--- src/rtl/seven_seg_scanner.sv ---
// seven_seg_scanner
//   Time-multiplexed driver for a common-anode/cathode seven-segment display.
//   A free-running divider holds each digit for CLK_DIV cycles; the digit
//   index walks 0..DIGITS-1 and wraps. Segment, decimal point and anode pins
//   are registered from the current index and a shadow copy of the display
//   data, so pins lag an index change by exactly one clock.
//
// Ports
//   clk        in   single rising-edge clock
//   reset      in   synchronous, active-high
//   value      in   [4*DIGITS] hex nibbles, nibble i drives digit i (0 = LSD)
//   dp_in      in   [DIGITS]   decimal-point request per digit
//   load       in   capture strobe for value/dp_in
//   blank_lz   in   leading-zero suppression enable, sampled every cycle
//   seg        out  [7] segments g..a (bit6 = g), registered
//   dp         out  decimal point, registered
//   an         out  [DIGITS] one-hot digit enable, registered
//   frame_done out  one-cycle pulse when the pins show digit 0 after a wrap
//
// Handshake: load is a plain capture strobe with no ready/back-pressure; it
// is accepted on every rising edge where it is 1. With SYNC_LOAD=1 the data
// is parked in a pending register and only reaches the display at the next
// frame boundary; a later load before that boundary overwrites it.
module seven_seg_scanner #(
  parameter int DIGITS     = 4,
  parameter int CLK_DIV    = 50000,
  parameter int ACTIVE_LOW = 0,
  parameter int SYNC_LOAD  = 0
) (
  input  logic                  clk,
  input  logic                  reset,
  input  logic [4*DIGITS-1:0]   value,
  input  logic [DIGITS-1:0]     dp_in,
  input  logic                  load,
  input  logic                  blank_lz,
  output logic [6:0]            seg,
  output logic                  dp,
  output logic [DIGITS-1:0]     an,
  output logic                  frame_done
);

  localparam int IDX_W = (DIGITS > 1) ? $clog2(DIGITS) : 1;
  localparam int DIV_W = $clog2(CLK_DIV);
  localparam int VAL_W = 4 * DIGITS;
  localparam bit INV   = (ACTIVE_LOW != 0);

  // "Off" pin levels, used at reset and as the inversion reference.
  localparam logic [6:0]        SEG_OFF = INV ? 7'h7F : 7'h00;
  localparam logic              DP_OFF  = INV;
  localparam logic [DIGITS-1:0] AN_OFF  = INV ? {DIGITS{1'b1}} : {DIGITS{1'b0}};

  logic [DIV_W-1:0]  div_q, div_d;
  logic [IDX_W-1:0]  idx_q, idx_d;
  logic [VAL_W-1:0]  shadow_q, shadow_d;
  logic [DIGITS-1:0] shadow_dp_q, shadow_dp_d;
  logic [VAL_W-1:0]  pend_q, pend_d;
  logic [DIGITS-1:0] pend_dp_q, pend_dp_d;
  logic              pend_flag_q, pend_flag_d;
  logic              wrap_q, wrap_d;
  logic [6:0]        seg_q, seg_d;
  logic              dp_q, dp_d;
  logic [DIGITS-1:0] an_q, an_d;
  logic              frame_done_q, frame_done_d;

  logic              div_end, idx_end, wrap;
  logic              all_zero;
  logic [DIGITS-1:0] blank_vec;
  logic [3:0]        nib;
  logic              dp_raw, blank_sel;
  logic [DIGITS-1:0] an_raw;
  logic [6:0]        seg_raw;

  function automatic logic [6:0] decode_hex(input logic [3:0] n);
    logic [6:0] p;
    p = 7'h00;
    case (n)
      4'h0: p = 7'h3F; 4'h1: p = 7'h06; 4'h2: p = 7'h5B; 4'h3: p = 7'h4F;
      4'h4: p = 7'h66; 4'h5: p = 7'h6D; 4'h6: p = 7'h7D; 4'h7: p = 7'h07;
      4'h8: p = 7'h7F; 4'h9: p = 7'h6F; 4'hA: p = 7'h77; 4'hB: p = 7'h7C;
      4'hC: p = 7'h39; 4'hD: p = 7'h5E; 4'hE: p = 7'h79; 4'hF: p = 7'h71;
      default: p = 7'h00;
    endcase
    return p;
  endfunction

  always_comb begin
    // Scan counters.
    div_end = (div_q == DIV_W'(CLK_DIV - 1));
    idx_end = (idx_q == IDX_W'(DIGITS - 1));
    wrap    = div_end && idx_end;
    div_d   = div_end ? '0 : div_q + DIV_W'(1);
    idx_d   = idx_q;
    if (div_end) idx_d = idx_end ? '0 : idx_q + IDX_W'(1);
    wrap_d  = wrap;

    // Display data capture.
    shadow_d    = shadow_q;
    shadow_dp_d = shadow_dp_q;
    pend_d      = pend_q;
    pend_dp_d   = pend_dp_q;
    pend_flag_d = pend_flag_q;
    if (SYNC_LOAD == 0) begin
      if (load) begin
        shadow_d    = value;
        shadow_dp_d = dp_in;
      end
    end else begin
      if (load && wrap) begin
        // Load on the boundary edge goes straight to the display.
        shadow_d    = value;
        shadow_dp_d = dp_in;
        pend_flag_d = 1'b0;
      end else if (wrap) begin
        if (pend_flag_q) begin
          shadow_d    = pend_q;
          shadow_dp_d = pend_dp_q;
        end
        pend_flag_d = 1'b0;
      end else if (load) begin
        pend_d      = value;
        pend_dp_d   = dp_in;
        pend_flag_d = 1'b1;
      end
    end

    // Leading-zero mask: walk from the most significant digit down, a digit
    // is blank while every nibble from the top down to it is zero.
    all_zero  = 1'b1;
    blank_vec = '0;
    for (int i = DIGITS - 1; i >= 0; i--) begin
      all_zero     = all_zero && (shadow_q[4*i +: 4] == 4'h0);
      blank_vec[i] = blank_lz && all_zero && (i != 0);
    end

    // Select the digit under the current index.
    nib       = 4'h0;
    dp_raw    = 1'b0;
    blank_sel = 1'b0;
    an_raw    = '0;
    for (int i = 0; i < DIGITS; i++) begin
      if (idx_q == IDX_W'(i)) begin
        nib       = shadow_q[4*i +: 4];
        dp_raw    = shadow_dp_q[i];
        blank_sel = blank_vec[i];
        an_raw[i] = 1'b1;
      end
    end
    seg_raw = blank_sel ? 7'h00 : decode_hex(nib);

    // Polarity is applied last; frame_done is never inverted.
    seg_d        = seg_raw ^ SEG_OFF;
    dp_d         = dp_raw ^ DP_OFF;
    an_d         = an_raw ^ AN_OFF;
    frame_done_d = wrap_q;
  end

  always_ff @(posedge clk) begin
    if (reset) begin
      div_q        <= '0;
      idx_q        <= '0;
      shadow_q     <= '0;
      shadow_dp_q  <= '0;
      pend_q       <= '0;
      pend_dp_q    <= '0;
      pend_flag_q  <= 1'b0;
      wrap_q       <= 1'b0;
      seg_q        <= SEG_OFF;
      dp_q         <= DP_OFF;
      an_q         <= AN_OFF;
      frame_done_q <= 1'b0;
    end else begin
      div_q        <= div_d;
      idx_q        <= idx_d;
      shadow_q     <= shadow_d;
      shadow_dp_q  <= shadow_dp_d;
      pend_q       <= pend_d;
      pend_dp_q    <= pend_dp_d;
      pend_flag_q  <= pend_flag_d;
      wrap_q       <= wrap_d;
      seg_q        <= seg_d;
      dp_q         <= dp_d;
      an_q         <= an_d;
      frame_done_q <= frame_done_d;
    end
  end

  assign seg        = seg_q;
  assign dp         = dp_q;
  assign an         = an_q;
  assign frame_done = frame_done_q;

endmodule

--- config.mk ---
export PLATFORM = sky130hd
export DESIGN_NAME = seven_seg_scanner
export DESIGN_NICKNAME = d
export VERILOG_FILES = /design/src/rtl/seven_seg_scanner.sv
export SDC_FILE = /design/constraint.sdc
export NUM_CORES = 1
export LEC_CHECK = 0
export BUFFER_PORTS_ARGS = -buffer_cell sky130_fd_sc_hd__buf_4
export CAP_MARGIN = 20
export CORE_ASPECT_RATIO = 1.5
export CORE_MARGIN = 8
export CORE_UTILIZATION = 60
export DETAILED_ROUTE_END_ITERATION = 12
export GPL_ROUTABILITY_DRIVEN = 0
export HOLD_SLACK_MARGIN = 0.05
export PLACE_DENSITY = 0.84
export SLEW_MARGIN = 20
export SYNTH_ARGS = -nofsm -noshare
export SYNTH_HDL_FRONTEND = slang
export SYNTH_SLANG_ARGS = --single-unit
--- constraint.sdc ---
create_clock -name clk -period 3.57 [get_ports clk]
set_input_delay 0.714 -clock clk [delete_from_list [all_inputs] [get_ports clk]]
set_output_delay 0.714 -clock clk [all_outputs]
set_load 0.02 [all_outputs]
==> results by group, run 1 <==
Pwr
  • Leakage: 1.172 nW
  • PwrDens: 437.6 mW/mm^2
  • Max rail drop VDD: 0.0005160 V

Floorplanning
  • Die Y: 93.54 um
  • Ports: 37
  • Die width: 67.69 um
  • Core area: 0.003889 sq mm
  • Die area: 0.006331 sq mm
  • Row cnt: 28
  • Initial Util: 61.84%

Run
  • Max-Cap Viols: 0

Timing
  • Max Transition Viols Final: 0
  • Worst slew margin: 61.60%
  • Final period util: 65.76%
  • Final min period: 2.348 ns
  • Tightest Pin Transition: 0.5760 ns
  • Setup-failing EPs final: 0
  • Final setup TNS: 0 ns
  • FMAX: 0.4260 GHz
  • Final Hold Violating Endpoints: 0
  • RSZ-0062 raised after global routing: no
  • Clock Skews: 0.01005 ns

Clocking
  • CTS Hold Bufs: 0
  • Total setup buffers inserted after CTS: 0
  • CTS tree: built
  • Clk buf depth: 2
  • H-tree levels: 2
  • Worst-Skew Late Latency: 0.31 ns
  • Clk root buf: clkbuf_8
  • Clock slew at reported path FFs: 0.10 ns
  • Total CTS buffers: 5
  • Clock Sinks: 52
  • Cells resized by post-CTS repair: 0

Global route
  • Grt ovf: 0
  • First-pass GRT wire length: 7803 um
  • Global Route Usage Sum: 15.75%
  • Largest net degree at the start of global routing: 31
  • Number of global-route vias before repair: 1866
  • Initial antenna violation count: 0

Logic synthesis
  • Cells after Synth: 255
  • Post-synthesis register bit count: 52
  • Synth cell types: 45
  • Synth area leaders: dfxtp_1 43%, mux2i_1 9.6%, nor2_1 7.2%, ha_1 6.2%, xnor2_1 2.9%
  • Synthesized area per cell: 9.431 sq um
  • Number of synthesized flops with an enable pin: 0
  • Syn nets: 291
  • Synth async-reset ratio: 0%
  • Sequential share of the synthesized area: 43.29%
  • Cell taking the most area after synthesis: dfxtp_1
  • Number of warnings issued by yosys: 0
  • Yosys top cell area share: 43.29%
  • Top post-synthesis cells by count: 52 x dfxtp_1, 46 x nor2_1, 23 x mux2i_1
  • Most used DFF post-synth: dfxtp_1
  • Count leader, synth: dfxtp_1
  • Mapped cell area: 0.002405 sq mm

Place
  • Total placed cells including tap cells: 323
  • PortBufs: 36
  • Placed cell areas: 0.002656 sq mm
  • Final HPWL DP: 3499 um

Route
  • DR WL/cell: 14.33 um
  • 1st-pass router iterations: 4
  • Routed vias/inst: 5.453
  • Antenna viol nets, final: 0
  • Remaining DRCs: 0
  • Final WL: 4742 um
  • Initial DRC count: 104
  • Total number of vias: 1805

Final layout
  • Area growth syn-to-layout: 16.18%
  • # fillers: 290
  • Design area: 0.002794 sq mm
  • Final Non-Filler Cells: 331
  • Fin nets: 321
  • N_diodes: 0
  • Share of cells above drive strength 1: 18.53%

Worst setup path
  • WP data arrival: 2.59 ns
  • Crit-path cells: ha_1 -> a211oi_1 -> a221oi_2 -> inv_1 -> ha_1 -> nor3_1 -> nor2_1 -> a21oi_1
  • Req. time, crit path: 3.82 ns
  • Slowest CP cell: ha_1
  • Largest stage delay on the critical path: 0.54 ns
  • Kind of critical path: flip-flop to flip-flop
  • CP startpoint kind: flip-flop
  • Critical path endpoint category: flip-flop
  • Most used cell, CP: ha_1
  • Crit path max fanout: 15

Hold path
  • Type of the most critical hold path: flip-flop to flip-flop

Run status
  • Status: finished clean
==> power breakdown <==
| part | internal, mW | leakage [nW] | switching (mW) |
|---|---|---|---|
| registers | 0.605 | 0.426 | 0.0161 |
| logic | 0.0618 | 0.676 | 0.0640 |
| clock network | 0.282 | 0.0687 | 0.194 |
==> cell type report <==
| class | count | area (sq um) | share of cell area (%) |
|---|---|---|---|
| Clock buffer | 5 | 68.82 | 2.463 |
| Sequential cell | 52 | 1041 | 37.26 |
| Timing Repair Buffer | 36 | 270.3 | 9.673 |
| Clock inverter | 3 | 68.82 | 2.463 |
| Multi-Input combinational cell | 181 | 1255 | 44.92 |
| Inverter | 9 | 33.78 | 1.209 |
| Tap cell | 45 | 56.30 | 2.015 |
==> final timing paths <==
| check | start | slack, ns | endpoint | depth (start not counted) |
|---|---|---|---|---|
| max | idx_q[0] | 1.22 | seg[0] | 8 |
| min | frame_done_d | 0.45 | frame_done | 1 |
| max reg2reg | idx_q[0] | 1.22 | seg[0] | 8 |
| min reg2reg | frame_done_d | 0.45 | frame_done | 1 |
==> layer usage <==
| metal | global-route usage (%) | share of wire (%) | wire, um | vias up |
|---|---|---|---|---|
| met3 | 3.952 | 4.8 | 229 | 9 |
| met5 | 0 | 0 | 0 | - |
| li1 | - | - | - | 926 |
| met1 | 14.79 | 38 | 1783 | 837 |
| met2 | 29.02 | 55 | 2631 | 33 |
| met4 | 9.107 | 2.0 | 97 | 0 |
==> flip-flops by register name, indices dropped and copies added (netlist names) <==
signal        cells
div_q            16
shadow_q         16
seg               7
an                4
shadow_dp_q       4
idx_q             2
dp                1
frame_done        1
frame_done_d      1
==> kinds of logic (layout without fill, tap and decap cells) <==
group	after synthesis	after routing	synth area share, %
compound gates	25	25	8.949
xor+xnor	14	14	5.099
fa+ha+maj	12	12	6.243
buf+inv	22	53	4.526
flops	52	52	43.29
mux	23	23	9.573
simple gates	107	107	22.32
==> critical path: cells and delay by family, from the launching register on <==
family,cells,cell delay [ns]
adders and majority gates,2,0.81
AOI/OAI and AO/OA,3,0.63
DFF,1,0.40
and+or+nand+nor,2,0.24
buffers and inverters,1,0.21
==> layout by cell type (no fill, tap or decap), types with 2 or more instances in the layout <==
cell type	count
dfxtp_1	52
nor2_1	46
buf_4	36
mux2i_1	23
nand2_1	16
ha_1	12
inv_1	8
nor2b_1	8
nand3_1	8
xnor2_1	8
a21oi_1	6
xor2_1	6
nor4_1	5
nor3_1	5
clkbuf_8	5
a221oi_1	4
nand4_1	3
o21ai_0	3
and4_1	2
nor2_2	2
nor3b_2	2
a311o_1	2
o211ai_1	2
or3_1	2
bufinv_16	2
==> metrics by stage <==
step	worst slack (ns)	util [%]	power (mW)	hold WS, ns
finish	1.222	71.85	1.223	0.4483
CTS	1.223	71.85	1.234	0.4524
detailed placement	1.256	68.31	0.7605	0.4387
floorplan	1.515	-	0.7136	0.4138
global route	1.033	71.85	1.269	0.4827
global placement	1.366	68.31	0.7569	0.4418
Note: power is estimated with default switching activity, not from simulation.
==> inputs of run 2 (changes only) <==
Settings changed: CORE_UTILIZATION 60 to 56, PLACE_DENSITY 0.84 to 0.79.
Clock period 3.57 ns to 2.3 ns, I/O delays scaled along.
==> run 2 against run 1 <==
  * First-iteration DRC count shrank 46%
  * Power grew 36%
  * Wire length shrank 2.0%
  * Via count grew 2.2%
  * Largest cell class unchanged
  * Final area grew 0.49%
  * Maximum frequency grew 10%
  * Critical path type unchanged
  * Clock skew shrank 0.0040 ns
==> results by group, run 2 (synthesis results as in run 1) <==
Final layout
  • Most common cell after layout, fill and taps aside: dfxtp_1 (unchanged)
  • N_diodes: 0 (unchanged)
  • Most frequent cells in the layout: 50 x dfxtp_1, 46 x nor2_1, 41 x buf_4 (was 52 x dfxtp_1, 46 x nor2_1, 36 x buf_4)
  • Final Non-Filler Cells: 337 (was 331)
  • Fin nets: 326 (was 321)
  • FF/Latch Area: 0.001044 sq mm (was 0.001041 sq mm)
  • Area of the multi-input gates: 0.001277 sq mm (was 0.001255 sq mm)
  • Final core occ: 67.29% (was 71.85%)
  • Share of cells above drive strength 1: 22.34% (was 18.53%)
  • Area growth syn-to-layout: 16.75% (was 16.18%)
  • # fillers: 336 (was 290)

Worst setup path
  • WP data arrival: 2.37 ns (was 2.59 ns)
  • CP startpoint kind: flip-flop (unchanged)
  • Critical path endpoint category: flip-flop (unchanged)
  • Kind of critical path: flip-flop to flip-flop (unchanged)
  • Crit path max fanout: 11 (was 15)
  • Worst reg2reg path depth: 7 (was 8)
  • Req. time, crit path: 2.54 ns (was 3.82 ns)

Route
  • Initial DRC count: 56 (was 104)
  • Remaining DRCs: 0 (unchanged)
  • DR WL/cell: 13.78 um (was 14.33 um)
  • Total number of vias: 1844 (was 1805)
  • Routed vias/inst: 5.472 (was 5.453)
  • Final WL: 4645 um (was 4742 um)
  • Antenna viol nets, final: 0 (unchanged)
  • 1st-pass router iterations: 5 (was 4)

Clocking
  • Clock slew at reported path FFs: 0.09 ns (was 0.10 ns)
  • CTS Hold Bufs: 0 (unchanged)
  • Total setup buffers inserted after CTS: 0 (unchanged)
  • H-tree levels: 2 (unchanged)
  • CTS tree: built (unchanged)
  • Cells resized by post-CTS repair: 0 (unchanged)
  • Worst-Skew Late Latency: 0.30 ns (was 0.31 ns)
  • Clk root buf: clkbuf_8 (unchanged)
  • Clock Sinks: 52 (unchanged)
  • Total CTS buffers: 5 (unchanged)
  • Clk buf depth: 2 (unchanged)

Floorplanning
  • Ports: 37 (unchanged)
  • Initial Util: 57.63% (was 61.84%)
  • Die width: 69.51 um (was 67.69 um)
  • Die area: 0.006691 sq mm (was 0.006331 sq mm)
  • Core area: 0.004173 sq mm (was 0.003889 sq mm)
  • Die Y: 96.26 um (was 93.54 um)
  • Row cnt: 29 (was 28)

Place
  • Setup WS pre-CTS: 0.1175 ns (was 1.256 ns)
  • Final HPWL DP: 3483 um (was 3499 um)
  • Total placed cells including tap cells: 329 (was 323)
  • PortBufs: 36 (unchanged)

Timing
  • Setup-failing EPs final: 0 (unchanged)
  • Final min period: 2.134 ns (was 2.348 ns)
  • Max Transition Viols Final: 0 (unchanged)
  • Final Hold Violating Endpoints: 0 (unchanged)
  • Worst slew margin: 72.78% (was 61.60%)
  • Worst Setup Slack, final: 0.1663 ns (was 1.222 ns)
  • Final period util: 92.77% (was 65.76%)
  • Final setup TNS: 0 ns (unchanged)
  • RSZ-0062 raised after global routing: no (unchanged)
  • FMAX: 0.4687 GHz (was 0.4260 GHz)
  • Clock Skews: 0.006002 ns (was 0.01005 ns)
  • Tightest Pin Transition: 0.4083 ns (was 0.5760 ns)

Hold path
  • Hold depth: 3 (was 1)
  • Type of the most critical hold path: primary input to flip-flop (was flip-flop to flip-flop)

Global route
  • First-pass GRT wire length: 7879 um (was 7803 um)
  • Grt ovf: 0 (unchanged)
  • Global Route Usage Sum: 14.21% (was 15.75%)
  • Number of global-route vias before repair: 1800 (was 1866)
  • Largest net degree at the start of global routing: 31 (unchanged)
  • Initial antenna violation count: 0 (unchanged)

Pwr
  • Leakage: 1.174 nW (was 1.172 nW)
  • Overall power: 1.664 mW (was 1.223 mW)
  • Max rail drop VDD: 0.0006718 V (was 0.0005160 V)
  • PwrDens: 592.6 mW/mm^2 (was 437.6 mW/mm^2)

Run
  • Max-Cap Viols: 0 (unchanged)

Run status
  • Status: finished clean (unchanged)
## run 2: cell types whose count changed in the layout (fill, tap and decap cells not counted), sizes merged
cell,before,now
buf,36,41
clkinv,0,3
bufinv,2,0
inv,10,9
## run 2: per-layer routing
layer	vias up	track usage, %	share of wire (%)
met5	-	0	0
met4	0	6.690	2.8
met3	15	4.128	4.2
met2	36	27.29	53
met1	845	13.65	40
li1	948	-	-
## run 2: power by group
part | total [mW] | switching [mW] | internal (mW)
registers | 0.962 | 0.0236 | 0.938
clock network | 0.501 | 0.289 | 0.212
logic | 0.201 | 0.101 | 0.100
## run 2: worst paths after layout
| check | start | end | slack, ns |
|---|---|---|---|
| worst min-delay path | value[8] | shadow_q[8] | 0.39 |
| worst min register to register | frame_done_d | frame_done | 0.46 |
| worst max-delay path | idx_q[0] | seg[0] | 0.17 |
| worst max register to register | idx_q[0] | seg[0] | 0.17 |
## run 2: cell type report
cell class | count | area share [%]
well taps | 46 | 2.050
clock buffers | 5 | 2.451
clock inverters | 3 | 0.6684
multi-input cells | 181 | 45.50
flip-flops and latches | 52 | 37.17
repair buffers | 41 | 10.96
inverters | 9 | 1.203
## run 2: critical path: stages (launching register included)
cell and delay (ns):
dfxtp_2 0.35, ha_2 0.27, buf_4 0.18, nor2_2 0.24, a311o_1 0.47, nor2_1 0.11, or3_1 0.31, a21oi_1 0.13
## run 2: stage by stage
| step | hold WS (ns) | instance area [sq um] |
|---|---|---|
| floorplan | 0.4138 | 2405 |
| global placement | 0.4426 | 2695 |
| detailed placement | 0.4470 | 2695 |
| CTS | 0.3787 | 2783 |
| global route | 0.3882 | 2808 |
| finish | 0.3874 | 2808 |
==> inputs of run 3 (changes only) <==
Settings changed: CORE_UTILIZATION 56 to 45, PLACE_DENSITY 0.79 to 0.66, SKIP_LAST_GASP from default to 1.
==> run 3 against run 2 <==
  * Maximum frequency is 0.34% lower
  * Register-to-register slack hardly changed
  * Non-clock buffer count is 1 higher
  * First-iteration DRC count is 91% higher
  * Critical endpoint is now seg[6]
  * Highest routed layer unchanged
==> results by group, run 3 (synthesis results as in run 1) <==
Timing
  • Final period util: 93.08% (was 92.77%)
  • Final min period: 2.141 ns (was 2.134 ns)
  • FMAX: 0.4671 GHz (was 0.4687 GHz)
  • Max Transition Viols Final: 0 (unchanged)
  • Setup-failing EPs final: 0 (unchanged)
  • Final Hold Violating Endpoints: 0 (unchanged)
  • Clock Skews: 0.002714 ns (was 0.006002 ns)
  • Tightest Pin Transition: 0.4148 ns (was 0.4083 ns)
  • Worst slew margin: 72.35% (was 72.78%)
  • Final setup TNS: 0 ns (unchanged)
  • Worst Setup Slack, final: 0.1591 ns (was 0.1663 ns)
  • RSZ-0062 raised after global routing: no (unchanged)
  • Hold slack: 0.3919 ns (was 0.3874 ns)

Route
  • Antenna viol nets, final: 0 (unchanged)
  • Total number of vias: 1825 (was 1844)
  • 1st-pass router iterations: 6 (was 5)
  • Initial DRC count: 107 (was 56)
  • DR WL/cell: 13.32 um (was 13.78 um)
  • Final WL: 4781 um (was 4645 um)
  • Remaining DRCs: 0 (unchanged)
  • Routed vias/inst: 5.084 (was 5.472)

Floorplanning
  • Ports: 37 (unchanged)
  • Die Y: 105.5 um (was 96.26 um)
  • Die width: 75.69 um (was 69.51 um)
  • Row cnt: 32 (was 29)
  • Core area: 0.005165 sq mm (was 0.004173 sq mm)
  • Die area: 0.007988 sq mm (was 0.006691 sq mm)
  • Initial Util: 46.56% (was 57.63%)

Place
  • Setup WS pre-CTS: 0.1013 ns (was 0.1175 ns)
  • Total placed cells including tap cells: 352 (was 329)
  • Final HPWL DP: 3592 um (was 3483 um)
  • PortBufs: 36 (unchanged)

Final layout
  • Area of the multi-input gates: 0.001277 sq mm (unchanged)
  • N_diodes: 0 (unchanged)
  • FF/Latch Area: 0.001042 sq mm (was 0.001044 sq mm)
  • Final Non-Filler Cells: 359 (was 337)
  • Fin nets: 327 (was 326)
  • Area growth syn-to-layout: 18.52% (was 16.75%)
  • Most frequent cells in the layout: 51 x dfxtp_1, 46 x nor2_1, 42 x buf_4 (was 50 x dfxtp_1, 46 x nor2_1, 41 x buf_4)
  • Most common cell after layout, fill and taps aside: dfxtp_1 (unchanged)
  • Final core occ: 55.18% (was 67.29%)
  • # fillers: 483 (was 336)
  • Share of cells above drive strength 1: 22.34% (unchanged)

Clocking
  • Clk buf depth: 2 (unchanged)
  • Total CTS buffers: 5 (unchanged)
  • Worst-Skew Late Latency: 0.30 ns (about the same)
  • Clock slew at reported path FFs: 0.08 ns (was 0.09 ns)
  • CTS tree: built (unchanged)
  • CTS Hold Bufs: 0 (unchanged)
  • Cells resized by post-CTS repair: 0 (unchanged)
  • Total setup buffers inserted after CTS: 0 (unchanged)
  • H-tree levels: 2 (unchanged)
  • Clock Sinks: 52 (unchanged)
  • Clk root buf: clkbuf_8 (unchanged)

Hold path
  • Type of the most critical hold path: primary input to flip-flop (unchanged)

Worst setup path
  • CP startpoint kind: flip-flop (unchanged)
  • WP data arrival: 2.35 ns (was 2.37 ns)
  • Crit-path cells: inv_1 -> ha_1 -> nor2b_2 -> a221o_1 -> a22o_2 -> ha_1 -> nand2_1 -> o21ai_0 -> a221oi_1 (was ha_2 -> buf_4 -> nor2_2 -> a311o_1 -> nor2_1 -> or3_1 -> a21oi_1)
  • Largest stage delay on the critical path: 0.38 ns (was 0.47 ns)
  • Slowest CP cell: dfxtp_1 (was a311o_1)
  • Critical path endpoint category: flip-flop (unchanged)
  • Most used cell, CP: ha_1
  • Kind of critical path: flip-flop to flip-flop (unchanged)
  • Crit path max fanout: 5 (was 11)
  • Req. time, crit path: 2.51 ns (was 2.54 ns)

Pwr
  • Clock power share: 31.7% (was 30.1%)
  • Share of power burned in registers: 56.5% (was 57.8%)
  • Combinational Power Share: 11.8% (was 12.1%)
  • Sw frac: 23.28% (was 24.84%)
  • PwrDens: 597.4 mW/mm^2 (was 592.6 mW/mm^2)
  • P_int: 1.306 mW (was 1.251 mW)
  • Leakage: 1.190 nW (was 1.174 nW)
  • P_sw: 396.3 uW (was 413.3 uW)
  • Max rail drop VDD: 0.0003415 V (was 0.0006718 V)

Global route
  • First-pass GRT wire length: 7948 um (was 7879 um)
  • Largest net degree at the start of global routing: 31 (unchanged)
  • Grt ovf: 0 (unchanged)
  • Global Route Usage Sum: 12.80% (was 14.21%)
  • Initial antenna violation count: 0 (unchanged)
  • Number of global-route vias before repair: 1787 (was 1800)

Run
  • Max-Cap Viols: 0 (unchanged)

Run status
  • Status: finished clean (unchanged)
==> run 3: changes by cell type in the layout (fill, tap and decap cells not counted), sizes merged <==
cell | before | now
clkinv | 3 | 0
clkbuf | 5 | 7
buf | 41 | 42
==> run 3: per-stage QoR <==
step           power [mW]  area (sq um)
2_1_floorplan       1.108          2405
3_5_place_dp        1.183          2730
5_1_grt             1.792          2850
3_3_place_gp        1.182          2730
6_report            1.703          2850
4_1_cts             1.722          2826
==> run 3: final timing paths <==
kind / start / to / slack, ns / depth (start not counted)
worst max-delay path: idx_q[1] / seg[6] / 0.16 / 9
worst min-delay path: value[9] / shadow_q[9] / 0.39 / 3
worst max register to register: idx_q[1] / seg[6] / 0.16 / 9
worst min register to register: frame_done_d / frame_done / 0.47 / 1
==> run 3: power by group through the flow <==
stage | sequential [mW] | clock, mW | combinational, mW
2_1_floorplan | 0.994 | 0 | 0.114
3_3_place_gp | 0.983 | 0 | 0.199
3_5_place_dp | 0.983 | 0 | 0.200
4_1_cts | 0.962 | 0.558 | 0.201
5_1_grt | 0.966 | 0.606 | 0.220
6_report | 0.962 | 0.540 | 0.202
==> run 3: routing by layer <==
metal	GRT usage, %	share of wire, %	routed length (um)
met1	12.65	39	1874
met2	23.31	54	2605
met3	3.226	4.0	191
met4	6.215	2.3	109
met5	0	0	0
==> run 3: layout make-up <==
type                       count  share of cell area (%)
clock buffer                   7                   3.380
inverter                       9                   1.185
multi-input combinational    181                   44.82
sequential                    52                   36.57
tap                           68                   2.985
timing repair buffer          42                   11.06
==> run 3: critical path, delay by kind of cell (launching register included) <==
kind / cells / cell delay, ns
AOI/OAI and AO/OA: 4 / 0.90
adders and majority gates: 2 / 0.42
DFF: 1 / 0.38
and+or+nand+nor: 2 / 0.28
buffers and inverters: 1 / 0.08
